**config.mk**
```make
export PLATFORM = sky130hd
export DESIGN_NAME = cpu_uart_tx_flat
export DESIGN_NICKNAME = d
export VERILOG_FILES = /design/src/rtl/cpu_io_pkg.sv /design/src/rtl/cpu_uart_tx_if.sv /design/src/rtl/sync_fifo.sv /design/src/rtl/cpu_uart_tx.sv /design/src/flat_wrapper.sv
export SDC_FILE = /design/constraint.sdc
export NUM_CORES = 1
export LEC_CHECK = 0
export CORE_MARGIN = 1
export CORE_UTILIZATION = 40
export CTS_BUF_LIST = sky130_fd_sc_hd__clkbuf_16
export DETAILED_ROUTE_END_ITERATION = 12
export GPL_ROUTABILITY_DRIVEN = 0
export GPL_TIMING_DRIVEN = 0
export HOLD_SLACK_MARGIN = 0.1
export PLACE_DENSITY = 0.69
export SLEW_MARGIN = 20
export SYNTH_ARGS = -nofsm -noshare
export SYNTH_HDL_FRONTEND = slang
export SYNTH_SLANG_ARGS = --single-unit
```
**constraint.sdc**
```tcl
create_clock -name clk -period 7.5 [get_ports clk]
set_input_delay 1.5 -clock clk [delete_from_list [all_inputs] [get_ports clk]]
set_output_delay 1.5 -clock clk [all_outputs]
set_load 0.005 [all_outputs]
```
**src/rtl/cpu_io_pkg.sv**
```systemverilog
// Shared definitions for the CPU I/O port peripherals: transmit FSM
// states, status-byte bit positions and UART frame geometry.
package cpu_io_pkg;

  typedef enum logic [1:0] {
    TX_IDLE,
    TX_START,
    TX_DATA,
    TX_STOP
  } tx_state_t;

  localparam int unsigned ST_FULL = 0;
  localparam int unsigned ST_BUSY = 1;
  localparam int unsigned ST_OVF  = 2;

  // start + 8 data + stop
  localparam int unsigned FRAME_BITS = 10;

  // Pack the status byte returned on the CPU input port.
  function automatic logic [7:0] make_status(input logic ovf, input logic busy,
                                             input logic full);
    logic [7:0] s;
    s = '0;
    s[ST_FULL] = full;
    s[ST_BUSY] = busy;
    s[ST_OVF]  = ovf;
    return s;
  endfunction

endpackage

```
**src/rtl/cpu_uart_tx_if.sv**
```systemverilog
// CPU output/input port bundle for the UART transmitter: write strobe and
// data from the CPU, status and occupancy back to it.
interface cpu_uart_tx_if #(
  parameter int unsigned FIFO_DEPTH = 4
) ();
  localparam int unsigned LVL_W = $clog2(FIFO_DEPTH) + 1;

  logic             wr_en;
  logic [7:0]       wr_data;
  logic             full;
  logic             busy;
  logic             overflow;
  logic [LVL_W-1:0] level;
  logic [7:0]       status;

  modport master (
    output wr_en, wr_data,
    input  full, busy, overflow, level, status
  );

  modport slave (
    input  wr_en, wr_data,
    output full, busy, overflow, level, status
  );
endinterface

```
**src/rtl/sync_fifo.sv**
```systemverilog
// Synchronous first-word-fall-through FIFO. dout always shows the head
// entry while empty is low; pointers wrap modulo DEPTH (power of two).
module sync_fifo #(
  parameter int unsigned WIDTH = 8,
  parameter int unsigned DEPTH = 4
) (
  input  logic                       clk,
  input  logic                       reset,
  input  logic                       push,
  input  logic                       pop,
  input  logic [WIDTH-1:0]           din,
  output logic [WIDTH-1:0]           dout,
  output logic                       full,
  output logic                       empty,
  output logic [$clog2(DEPTH):0]     level
);
  localparam int unsigned PTR_W = $clog2(DEPTH);
  localparam int unsigned LVL_W = PTR_W + 1;

  logic [WIDTH-1:0] mem [DEPTH];
  logic [PTR_W-1:0] wr_ptr;
  logic [PTR_W-1:0] rd_ptr;
  logic [LVL_W-1:0] count;
  logic             do_push;
  logic             do_pop;

  assign full    = (count == LVL_W'(DEPTH));
  assign empty   = (count == '0);
  assign level   = count;
  assign dout    = mem[rd_ptr];
  assign do_push = push && !full;
  assign do_pop  = pop && !empty;

  // Storage array; no reset needed, contents are qualified by count.
  always_ff @(posedge clk) begin
    if (do_push) begin
      mem[wr_ptr] <= din;
    end
  end

  // Pointers and occupancy.
  always_ff @(posedge clk) begin
    if (reset) begin
      wr_ptr <= '0;
      rd_ptr <= '0;
      count  <= '0;
    end else begin
      if (do_push) begin
        wr_ptr <= wr_ptr + PTR_W'(1);
      end
      if (do_pop) begin
        rd_ptr <= rd_ptr + PTR_W'(1);
      end
      case ({do_push, do_pop})
        2'b10:   count <= count + LVL_W'(1);
        2'b01:   count <= count - LVL_W'(1);
        default: count <= count;
      endcase
    end
  end

endmodule

```
**src/rtl/cpu_uart_tx.sv**
```systemverilog
// UART 8N1 transmitter on the CPU output-port bus. Bytes written by the CPU
// queue in a small FIFO and are serialised LSB first on tx; a status byte
// (overflow, busy, full) is returned for polling.
module cpu_uart_tx
  import cpu_io_pkg::*;
#(
  parameter int unsigned CLKS_PER_BIT = 4,
  parameter int unsigned FIFO_DEPTH   = 4
) (
  input  logic          clk,
  input  logic          reset,
  cpu_uart_tx_if.slave  bus,
  output logic          tx
);
  localparam int unsigned CNT_W = $clog2(CLKS_PER_BIT);
  localparam int unsigned LVL_W = $clog2(FIFO_DEPTH) + 1;
  localparam logic [CNT_W-1:0] BIT_LAST = CNT_W'(CLKS_PER_BIT - 1);

  tx_state_t        state_q, state_d;
  logic [CNT_W-1:0] cnt_q, cnt_d;
  logic [2:0]       idx_q, idx_d;
  logic [7:0]       shift_q, shift_d;
  logic             tx_q, tx_d;
  logic             ovf_q;

  logic             fifo_full;
  logic             fifo_empty;
  logic             fifo_pop;
  logic [7:0]       fifo_dout;
  logic [LVL_W-1:0] fifo_level;
  logic             busy_w;

  sync_fifo #(
    .WIDTH (8),
    .DEPTH (FIFO_DEPTH)
  ) u_fifo (
    .clk   (clk),
    .reset (reset),
    .push  (bus.wr_en),
    .pop   (fifo_pop),
    .din   (bus.wr_data),
    .dout  (fifo_dout),
    .full  (fifo_full),
    .empty (fifo_empty),
    .level (fifo_level)
  );

  // State, baud counter, shift register and registered serial output.
  always_ff @(posedge clk) begin
    if (reset) begin
      state_q <= TX_IDLE;
      cnt_q   <= '0;
      idx_q   <= '0;
      shift_q <= '0;
      tx_q    <= 1'b1;
    end else begin
      state_q <= state_d;
      cnt_q   <= cnt_d;
      idx_q   <= idx_d;
      shift_q <= shift_d;
      tx_q    <= tx_d;
    end
  end

  // Sticky overflow flag: a write arrived while the FIFO was full.
  always_ff @(posedge clk) begin
    if (reset) begin
      ovf_q <= 1'b0;
    end else if (bus.wr_en && fifo_full) begin
      ovf_q <= 1'b1;
    end
  end

  // Next-state logic; tx is derived from the next state so it is registered
  // and changes in the same edge the FSM moves.
  always_comb begin
    state_d  = state_q;
    cnt_d    = cnt_q - CNT_W'(1);
    idx_d    = idx_q;
    shift_d  = shift_q;
    fifo_pop = 1'b0;
    tx_d     = 1'b1;

    case (state_q)
      TX_IDLE: begin
        cnt_d = cnt_q;
        if (!fifo_empty) begin
          fifo_pop = 1'b1;
          shift_d  = fifo_dout;
          cnt_d    = BIT_LAST;
          state_d  = TX_START;
        end
      end
      TX_START: begin
        if (cnt_q == '0) begin
          cnt_d   = BIT_LAST;
          idx_d   = '0;
          state_d = TX_DATA;
        end
      end
      TX_DATA: begin
        if (cnt_q == '0) begin
          cnt_d   = BIT_LAST;
          shift_d = {1'b0, shift_q[7:1]};
          if (idx_q == 3'd7) begin
            state_d = TX_STOP;
          end else begin
            idx_d = idx_q + 3'd1;
          end
        end
      end
      TX_STOP: begin
        if (cnt_q == '0) begin
          if (!fifo_empty) begin
            fifo_pop = 1'b1;
            shift_d  = fifo_dout;
            cnt_d    = BIT_LAST;
            state_d  = TX_START;
          end else begin
            state_d = TX_IDLE;
          end
        end
      end
      default: begin
        state_d = TX_IDLE;
      end
    endcase

    case (state_d)
      TX_START: tx_d = 1'b0;
      TX_DATA:  tx_d = shift_d[0];
      default:  tx_d = 1'b1;
    endcase
  end

  assign busy_w       = (state_q != TX_IDLE) || !fifo_empty;
  assign tx           = tx_q;
  assign bus.full     = fifo_full;
  assign bus.busy     = busy_w;
  assign bus.overflow = ovf_q;
  assign bus.level    = fifo_level;
  assign bus.status   = make_status(ovf_q, busy_w, fifo_full);

endmodule

```
**src/flat_wrapper.sv**
```systemverilog
// flat-port wrapper written by rule: the top's interface ports become plain ports
module cpu_uart_tx_flat import cpu_io_pkg::*;
#(
  parameter int unsigned CLKS_PER_BIT = 4,
  parameter int unsigned FIFO_DEPTH   = 4
)
  (clk, reset, tx, bus_wr_en, bus_wr_data, bus_full, bus_busy, bus_overflow, bus_level, bus_status);
  cpu_uart_tx_if #(.FIFO_DEPTH(FIFO_DEPTH)) bus_i ();
  input  logic clk;
  input  logic reset;
  output logic tx;
  input wire logic [$bits(bus_i.wr_en)-1:0] bus_wr_en;
  input wire logic [$bits(bus_i.wr_data)-1:0] bus_wr_data;
  output wire logic [$bits(bus_i.full)-1:0] bus_full;
  output wire logic [$bits(bus_i.busy)-1:0] bus_busy;
  output wire logic [$bits(bus_i.overflow)-1:0] bus_overflow;
  output wire logic [$bits(bus_i.level)-1:0] bus_level;
  output wire logic [$bits(bus_i.status)-1:0] bus_status;
  assign bus_i.wr_en = bus_wr_en;
  assign bus_i.wr_data = bus_wr_data;
  assign bus_full = bus_i.full;
  assign bus_busy = bus_i.busy;
  assign bus_overflow = bus_i.overflow;
  assign bus_level = bus_i.level;
  assign bus_status = bus_i.status;
  cpu_uart_tx #(.CLKS_PER_BIT(CLKS_PER_BIT), .FIFO_DEPTH(FIFO_DEPTH)) u_core (.clk(clk), .reset(reset), .bus(bus_i), .tx(tx));
endmodule
```
Word-level counts from Yosys, hierarchy flattened --
Memory sizes are Yosys's and may differ from the RTL's. A register that Yosys moved wholly into a read port is not among the register bits. Index checks and enable logic that the tools add are counted. Widths: inputs -> output; s select.
Operators by class: muxes and demuxes 29, reduce and logical (&&, ||, !) cells 16, equal/unequal tests 14, add/subtract/negate cells 6
Operators with widths (count):
- $mux 8 | 3
- $pmux 8 s3 | 1
- $mux 2 | 11
- $pmux 3 s2 | 2
- $mux 3 | 3
- $eq 2x2->1 const B | 4
- $pmux 2 s4 | 1
- $add 3x1->3 const B | 2
- $eq 2x1->1 const B | 3
- $eq 3x3->1 const B | 2
- $ne 2x1->1 const B | 3
- $pmux 2 s3 | 1
- $reduce_bool 2->1 | 3
- $mux 1 | 5
- $add 2x1->2 const B | 2
- $logic_not 2->1 | 2
- $ne 2x2->1 const B | 2
- $pmux 1 s2 | 2
- $reduce_and 4->1 | 1
- $logic_and 1x1->1 | 3
- $logic_not 3->1 | 1
- $reduce_and 3->1 | 1
- $reduce_bool 3->1 | 1
- $sub 3x1->3 const B | 1
- 4 further kinds | 5
Storage, ports and cells: register bits 24, input bits 11, memory bits (writable) 32, word-level logic and storage cells 76, memories 1, output and inout port bits 15
Memory list:
- u_core.u_fifo.mem | depth 4, width 8, read ports 1, clocked after memory_dff 1, write ports 1, RTL line sync_fifo.sv:20 | logic [WIDTH-1:0] mem [DEPTH];

Logic depth before layout (Yosys ltp) --
Gate-level depths: netlist of the first run.
word-level depth 7, gate-level depth with buffers 11, gate-level depth less buffers 10

By module --
A second synthesis of the first run with hierarchy kept.
Second synthesis, totals: cell total of the unflattened synthesis 232, area, all modules 2723.9 µm²
Modules (own cells, without submodules):
- sync_fifo | times used 1, area each 1635.3 µm², cells each 96, seq. area each 1141.1 µm²
- cpu_uart_tx | times used 1, area each 1088.5 µm², cells each 136, seq. area each 340.3 µm²

Worst setup path before layout of the first run --
OpenSTA, ideal clock, no wires.
kind input-to-reg, start point in bus_wr_en, end point reg u_core.u_fifo.count[2] (netlist: u_core.u_fifo.level[2]), cell stages on the path 8, buffers on the path 0, setup slack 4.433 ns, library setup time 0.070 ns, data arrival time 2.997 ns, required time 7.430 ns, path through a21boi_2 inv_1 ha_1 inv_1 fa_1 xor2_1 or3_2 a21oi_1
Between the ends: word-level cells in the longest chain between the ends 3, elaborated cells on any way between the ends 5, classes of those cells eq/ne (2); mux (1); reduce/logical (2)
RTL lines:
- start, declared | RTL line flat_wrapper.sv:12 | input wire logic [$bits(bus_i.wr_en)-1:0] bus_wr_en;
- $logic_and 1x1->1 * | RTL line sync_fifo.sv:31 | assign do_push = push && !full;
- $eq 2x1->1 or $eq 2x2->1 (tied branches) | RTL line sync_fifo.sv:54 | case ({do_push, do_pop})
- $pmux 3 s2 or $reduce_bool 2->1 (tied branches)
- end signal, assigned | RTL line sync_fifo.sv:55 | 2'b10: count <= count + LVL_W'(1);
- end signal, assigned | RTL line sync_fifo.sv:56 | 2'b01: count <= count - LVL_W'(1);
- end signal, assigned | RTL line sync_fifo.sv:57 | default: count <= count;
- end, declared | RTL line sync_fifo.sv:23 | logic [LVL_W-1:0] count;
Every way passes the cells marked *; elsewhere a longest branch is shown, timed or not. A chain may end at the register's enable or synchronous reset.

Worst setup path in the final report of the first run --
start point reg u_core.state_q[0], end point out bus_status[1]
Between the ends: word-level cells in the longest chain between the ends 2
RTL lines:
- start, declared | RTL line cpu_uart_tx.sv:19 | tx_state_t state_q, state_d;
- start signal, assigned | RTL line cpu_uart_tx.sv:57 | state_q <= state_d;
- $reduce_bool 2->1 | RTL line cpu_uart_tx.sv:136 | assign busy_w = (state_q != TX_IDLE) || !fifo_empty;
- $logic_or 1x1->1 | RTL line cpu_uart_tx.sv:136
- end, declared | RTL line flat_wrapper.sv:18 | output wire logic [$bits(bus_i.status)-1:0] bus_status;
Every way passes these cells.

==> run_results.csv, run 1 <==
group,metric,value,unit
run_status,status,"completed",
global_routing,antenna_found_initial,0,
final_layout,final_layout_size_suffix_gt1_share,20.6,%
power_and_ir_drop,p_comb_share,36.8,%
power_and_ir_drop,p_leak,1.21,nW
logic_synthesis,yosysSeqAreaShare,55.5,%
logic_synthesis,synth_cell_types,48,
clock_tree,clock_latency,330,ps
worst_hold_path,hold_path_startpoint,"u_core.shift_q[3]$_SDFFE_PP0P_",
worst_setup_path,reg2reg_to,"u_core.u_fifo.level[2]$_SDFFE_PP0P_",
worst_setup_path,worst_ep_arrival_time,1990,ps
worst_setup_path,startpoint_type,"flip-flop",
clock_tree,clockRootBuffer,"clkbuf_16",
logic_synthesis,syn_area,2670,µm²
clock_tree,hold_buffers,0,
worst_setup_path,reg2reg_slack,4720,ps
logic_synthesis,synth_mux_area_share,8.01,%
worst_setup_path,crit_end,"bus_status[1]",
power_and_ir_drop,power_density,425,nW/µm²
logic_synthesis,synth_xor_area_share,1.64,%
floorplan,ios,26,
route,drc,0,
power_and_ir_drop,sw_frac_of_total,32.8,%
floorplan,coreArea,6390,µm²
floorplan,initial_utilization,41.8,%
final_layout,syn_to_final_growth,23.9,%
place,portBuffers,20,
floorplan,fp.dieW,83.7,µm
clock_tree,clk_pin_slew,50,ps
route,drt_iter0_drc,130,
power_and_ir_drop,p_seq_share,31.8,%
place,pre_cts_ws,3910,ps
worst_hold_path,hold_path.class,"reg -> reg",
route,wl_per_cell,13.9,µm
power_and_ir_drop,netSwitchingPower,462,µW
clock_tree,cts_resized,0,
timing,worst_slack,4010,ps
timing,timing.final.crit_share,46.5,%
place,post-dp-hpwl,3050,µm
logic_synthesis,async_flop_share,0,%
global_routing,grt_pass1_vias,1589,
logic_synthesis,ys.flop_type,"edfxtp_1",
logic_synthesis,syn_area_per_cell,12.9,µm²
timing,setup_viol,0,
worst_setup_path,cp_max_fo,5,
clock_tree,cts.path.max_buffers,2,
worst_setup_path,r2r-start,"u_core.state_q[0]$_SDFF_PP0_",
timing,period_minus_slack,3490,ps
final_layout,fill_cells,549,
worst_setup_path,critPathSlowestCell,"clkdlybuf4s50_1",
floorplan,dieArea,7010,µm²
logic_synthesis,synth_cells,207,
timing,holdWs,465,ps
timing,finalMaxSlewViolations,0,
route,routed_wl,4500,µm
worst_setup_path,reg2regPathDepth,9,
final_layout,fin_util,51.8,%
global_routing,grt_overflow_total,0,
clock_tree,cts_buffers,9,
route,num_vias,1670,
clock_tree,cts_sinks,58,
logic_synthesis,synth_fa_ha_area_share,6.84,%
timing,rsz0062_at_grt,"no",
timing,finalClockSkew,5.24,ps
worst_setup_path,end_kind,"primary output",
floorplan,rows,29,
logic_synthesis,synth_edf_count,32,
logic_synthesis,yosys.area_share.simple,9.98,%
logic_synthesis,ys_warn_count,0,
worst_setup_path,cp-startpoint,"u_core.state_q[0]$_SDFF_PP0_",
worst_setup_path,criticalPathCategory,"reg -> out",
worst_setup_path,path_cells,"inv_1, ha_1, nand2_1, buf_4, clkdlybuf4s50_1",
route,dr.pass1.iters,4,
global_routing,grt_usage,14.4,%
final_layout,nNetsFinal,267,
clock_tree,cts_max_level,3,
worst_setup_path,critPathMaxStageDelay,480,ps
run,max-cap-violations,0,
logic_synthesis,synth_compound_area_share,12.6,%
route,viasPerCell,5.15,
final_layout,diodes,0,
timing,fin_tns_setup,0,ps
logic_synthesis,synth-seq-cells,58,
route,antenna_left,0,
power_and_ir_drop,peakVddDrop,192,µV
logic_synthesis,synth_top_family_by_area,"compound AO/OA/AOI/OAI gates",
global_routing,grt_pass1_wl,7580,µm
timing,fmax,287,MHz
power_and_ir_drop,power_report.internal_total,945,µW
clock_tree,cts_tree,"yes",
timing,hold_violations,0,
power_and_ir_drop,power_frac_clock,31.4,%
worst_setup_path,required,6000,ps
clock_tree,cts_setup_buffers,0,
global_routing,grt_max_degree,13,
floorplan,die_y,83.7,µm
## power groups by stage
stage | Clock, mW | Combinational (mW) | Sequential, mW
global placement | 0 | 0.508 | 0.452
CTS | 0.449 | 0.521 | 0.448
detailed placement | 0 | 0.518 | 0.453
global route | 0.469 | 0.574 | 0.455
finish | 0.442 | 0.517 | 0.448
floorplan | 0 | 0.383 | 0.446
## cell usage after synthesis (5+ instances only)
cell	count	area [µm²]
edfxtp_1	32	961
dfxtp_1	26	521
nor2_1	23	86.3
ha_1	13	163
a21oi_1	10	50.1
a22oi_1	9	67.6
buf_4	9	67.6
inv_1	9	33.8
mux4_2	8	180
o21ai_0	8	40.0
o2bb2ai_1	6	52.6
and2_1	5	31.3
## worst min-delay path by stage
stage               cells after the start  slack (ps)                        endpoint
floorplan                               1         430  u_core.shift_q[2]$_SDFFE_PP0P_
finish                                  1         460  u_core.shift_q[3]$_SDFFE_PP0P_
detailed placement                      1         450  u_core.shift_q[3]$_SDFFE_PP0P_
CTS                                     1         470  u_core.shift_q[3]$_SDFFE_PP0P_
global route                            1         480  u_core.shift_q[2]$_SDFFE_PP0P_
global placement                        1         450  u_core.shift_q[3]$_SDFFE_PP0P_
## critical path: cells and delay by family (launching register included)
family | cells | cell delay [ps]
adder cells (fa/ha/maj) | 1 | 290
buffers and inverters | 3 | 780
flip-flops | 1 | 450
AND/OR/NAND/NOR | 1 | 140
## layer usage
metal / wire length [µm] / up-vias / track usage [%]
met5: 0 / - / 0
met4: 112 / 0 / 7.86
met3: 175 / 11 / 4.85
met2: 2090 / 35 / 22.2
met1: 2120 / 807 / 17.7
li1: - / 817 / -
## logic make-up (layout without fill, tap and decap cells)
kind of cell    Yosys count  after routing
flops                    58             58
simple gates             48             48
compound gates           45             45
buf+inv                  26             62
fa+ha+maj                14             14
mux                      10             10
xor+xnor                  5              5
other cells               1              5
## cells in the final DEF, fill, tap and decap left out, types with 5 or more instances in the layout
cell and n:
a21oi_1 10, a22oi_1 9, and2_1 5, buf_4 9, clkbuf_16 9, clkdlybuf4s50_1 20
conb_1 5, dfxtp_1 26, edfxtp_1 32, ha_1 13, inv_1 9, mux4_2 8
nor2_1 23, o21ai_0 8, o2bb2ai_1 6
## layout make-up
cell class                      instances  area [µm²]  area share [%]
Clock buffer                            9         225            6.80
Multi-Input combinational cell        127        1060            32.1
Tap cell                               77        96.3            2.91
Inverter                               10        37.5            1.13
Timing Repair Buffer                   20         200            6.05
Sequential cell                        58        1480            44.7
Buffer                                 16         105            3.17
Clock inverter                          7         103            3.10
## metrics by stage
stage | instances | total power [mW] | instance area, µm²
final | 324 | 1.41 | 3310
after global routing | 324 | 1.50 | 3310
after CTS | 324 | 1.42 | 3310
after detailed placement | 308 | 0.971 | 2980
after global placement | 308 | 0.960 | 2980
after floorplan | 211 | 0.829 | 2690
## state kept, by name, summed over array words and instances, names as in the netlist, named ones only
signal / cells
u_core.u_fifo.level: 3
u_core.shift_q: 8
u_core.cnt_q: 2
u_core.u_fifo.wr_ptr: 2
u_core.idx_q: 3
u_core.bus.overflow: 1
u_core.u_fifo.rd_ptr: 2
u_core.state_q: 2
u_core.tx: 1
u_core.u_fifo.mem: 32
(Power assumes the default switching activity.)
==> inputs of run 2 (changes only) <==
==> constraint.sdc (replaced) <==
create_clock -name clk -period 3.35 [get_ports clk]
set_input_delay 0.67 -clock clk [delete_from_list [all_inputs] [get_ports clk]]
set_output_delay 0.67 -clock clk [all_outputs]
set_load 0.005 [all_outputs]
==> results of run 2 <==
Same layout as run 1 (identical final DEF). Status: completed.
Main changes from that run: setup slack after placement 3910 ps -> 591 ps; setup slack after layout 4010 ps -> 572 ps; end point of the critical path bus_status[1] -> u_core.u_fifo.level[2]$_SDFFE_PP0P_; register-to-register setup slack 4720 ps -> 570 ps; total power 1.41 mW -> 3.15 mW; worst IR drop on VDD 192 µV -> 430 µV
==> inputs of run 3 (changes only) <==
--- a/config.mk
+++ b/config.mk
@@ -12,7 +12,7 @@
 export GPL_ROUTABILITY_DRIVEN = 0
 export GPL_TIMING_DRIVEN = 0
 export HOLD_SLACK_MARGIN = 0.1
-export PLACE_DENSITY = 0.69
+export PLACE_DENSITY = 0.72
 export SLEW_MARGIN = 20
 export SYNTH_ARGS = -nofsm -noshare
 export SYNTH_HDL_FRONTEND = slang
==> constraint.sdc (replaced) <==
create_clock -name clk -period 2.3 [get_ports clk]
set_input_delay 0.46 -clock clk [delete_from_list [all_inputs] [get_ports clk]]
set_output_delay 0.46 -clock clk [all_outputs]
set_load 0.005 [all_outputs]
==> run 3 against run 2 <==
Effect of this change: total power increased by 50%; sequential power increased by 48%; wire length increased by 1.9%; sequential share of layout area decreased by 1.1 points; clock skew about the same; clock power increased by 30%; global-route usage about the same; first-iteration DRC count decreased by 13%; worst setup slack got worse by 450 ps; critical path depth unchanged; combinational power increased by 69%; via count increased by 2.0%; largest cell class unchanged; largest power group unchanged.
==> run_results.csv, run 3 (synthesis gave the netlist of run 1 again) <==
group,metric,value,unit
run_status,status,"completed",
global_routing,grt_pass1_wl,7760,µm
place,dpl-instance-area,3020,µm²
final_layout,syn_to_final_growth,27.6,%
timing,finalClockSkew,5.02,ps
worst_hold_path,holdPathStages,1,
timing,fmax,458,MHz
clock_tree,clock_latency,320,ps
clock_tree,cts_sinks,58,
global_routing,grt_overflow_total,0,
clock_tree,clockRootBuffer,"clkbuf_16",
power_and_ir_drop,p_leak,1.23,nW
global_routing,grt_pass1_vias,1674,
route,viasPerCell,5.15,
route,drc,0,
route,antenna_left,0,
worst_setup_path,startpoint_type,"flip-flop",
timing,period_minus_slack,2180,ps
place,place_inst,308,
global_routing,antenna_found_initial,0,
clock_tree,cts.path.max_buffers,2,
final_layout,postLayoutCellArea,3410,µm²
power_and_ir_drop,power,4.73,mW
worst_hold_path,hold_path.class,"reg -> reg",
floorplan,initial_utilization,41.8,%
worst_setup_path,criticalPathCategory,"reg -> reg",
route,top_layer_used,"met4",
power_and_ir_drop,netSwitchingPower,1.58,mW
worst_setup_path,worst_ep_arrival_time,2440,ps
worst_setup_path,required,2560,ps
worst_setup_path,end_kind,"flip-flop",
clock_tree,cts_tree,"yes",
floorplan,coreArea,6390,µm²
power_and_ir_drop,sw_frac_of_total,33.3,%
final_layout,final_layout_size_suffix_gt1_share,26.4,%
final_layout,multiInputGateArea,1130,µm²
timing,hold_violations,0,
timing,timing.final.crit_share,94.9,%
route,drt_iter0_drc,113,
worst_setup_path,reg2regPathDepth,9,
final_layout,nNetsFinal,274,
floorplan,dieArea,7010,µm²
floorplan,fp.dieW,83.7,µm
final_layout,final_cells,331,
floorplan,ios,26,
power_and_ir_drop,p_comb_share,41.4,%
route,met2_length,2270,µm
power_and_ir_drop,power_report.internal_total,3.15,mW
route,wl_per_cell,13.8,µm
final_layout,top_regs,"u_core.u_fifo.mem x32, u_core.shift_q x8",
power_and_ir_drop,peakVddDrop,684,µV
clock_tree,cts_buffers,9,
floorplan,rows,29,
clock_tree,hold_buffers,0,
clock_tree,clk_pin_slew,50,ps
final_layout,final_common_cell,"edfxtp_1",
timing,worst_slack,118,ps
route,routed_wl,4580,µm
final_layout,diodes,0,
place,post-dp-hpwl,3040,µm
timing,rsz0062_at_grt,"no",
global_routing,grt_usage,14.4,%
power_and_ir_drop,power_frac_clock,27.3,%
final_layout,largest_reg_flops,32,
final_layout,fin_util,53.4,%
route,dr.pass1.iters,4,
route,num_vias,1703,
power_and_ir_drop,power_density,1390,nW/µm²
power_and_ir_drop,p_seq_share,31.3,%
place,portBuffers,20,
global_routing,grt_max_degree,12,
final_layout,fill_cells,539,
timing,finalMaxSlewViolations,0,
floorplan,die_y,83.7,µm
final_layout,final_cell_mix,"32 x edfxtp_1, 24 x dfxtp_1, 23 x nor2_1",
route,met3_length,171,µm
route,met1Wirelength,2040,µm
timing,setup_viol,0,
worst_setup_path,cp_max_fo,5,
final_layout,top_register,"u_core.u_fifo.mem",
clock_tree,cts_max_level,3,
final_layout,seq_area,1490,µm²
place,pre_cts_ws,-211,ps
run,max-cap-violations,0,
[run 3: per-stage QoR]
stage | setup TNS [ps] | hold slack (ps)
3_3_place_gp | -177 | 446
5_1_grt | 0 | 479
6_report | 0 | 466
2_1_floorplan | 0 | 433
3_5_place_dp | -233 | 452
4_1_cts | 0 | 469
[run 3: cell type report]
type                    count  share of cell area, %
multi-input cells         127                   33.1
well taps                  77                   2.83
inverters                  10                   1.25
flip-flops and latches     58                   43.6
clock inverters             7                   2.06
plain buffers              15                   2.86
clock buffers               9                   6.61
repair buffers             28                   7.64
[run 3: power groups by stage]
stage | sequential, mW | clock (mW) | combinational [mW]
2_1_floorplan | 1.46 | 0 | 1.32
3_3_place_gp | 1.48 | 0 | 1.72
3_5_place_dp | 1.48 | 0 | 1.76
4_1_cts | 1.47 | 1.31 | 1.91
5_1_grt | 1.51 | 1.37 | 2.17
6_report | 1.48 | 1.29 | 1.96
[run 3: per-layer routing]
layer | vias up | global-route usage [%]
li1 | 835 | -
met1 | 824 | 17.2
met2 | 35 | 23.7
met3 | 9 | 3.26
met4 | 0 | 8.78
met5 | - | 0
[run 3: repair_timing]
| item | 4_1_cts | 5_1_grt |
|---|---|---|
| gates resized for setup | 6 | 3 |
| setup buffers | 4 | 4 |
| endpoints found under the setup margin | 2 | 1 |
| pin swaps | 3 | 4 |
| hold endpoints to repair | 0 | 0 |
[run 3: path summary, 6_finish.rpt]
path                                                     start                                   to  slack, ps
worst max register to register    u_core.state_q[0]$_SDFF_PP0_  u_core.u_fifo.level[2]$_SDFFE_PP0P_        120
worst min register to register  u_core.shift_q[6]$_SDFFE_PP0P_       u_core.shift_q[6]$_SDFFE_PP0P_        470
worst max-delay path              u_core.state_q[0]$_SDFF_PP0_  u_core.u_fifo.level[2]$_SDFFE_PP0P_        120
worst min-delay path            u_core.shift_q[6]$_SDFFE_PP0P_       u_core.shift_q[6]$_SDFFE_PP0P_        470
[run 3: worst max-delay path, cell delays in order, from the launching register on]
cell and delay [ps]:
dfxtp_4 400, inv_4 70, ha_4 260, nor3_4 210, ha_2 210, inv_1 50
fa_2 330, xor2_1 160, or3_4 330, a21oi_2 110
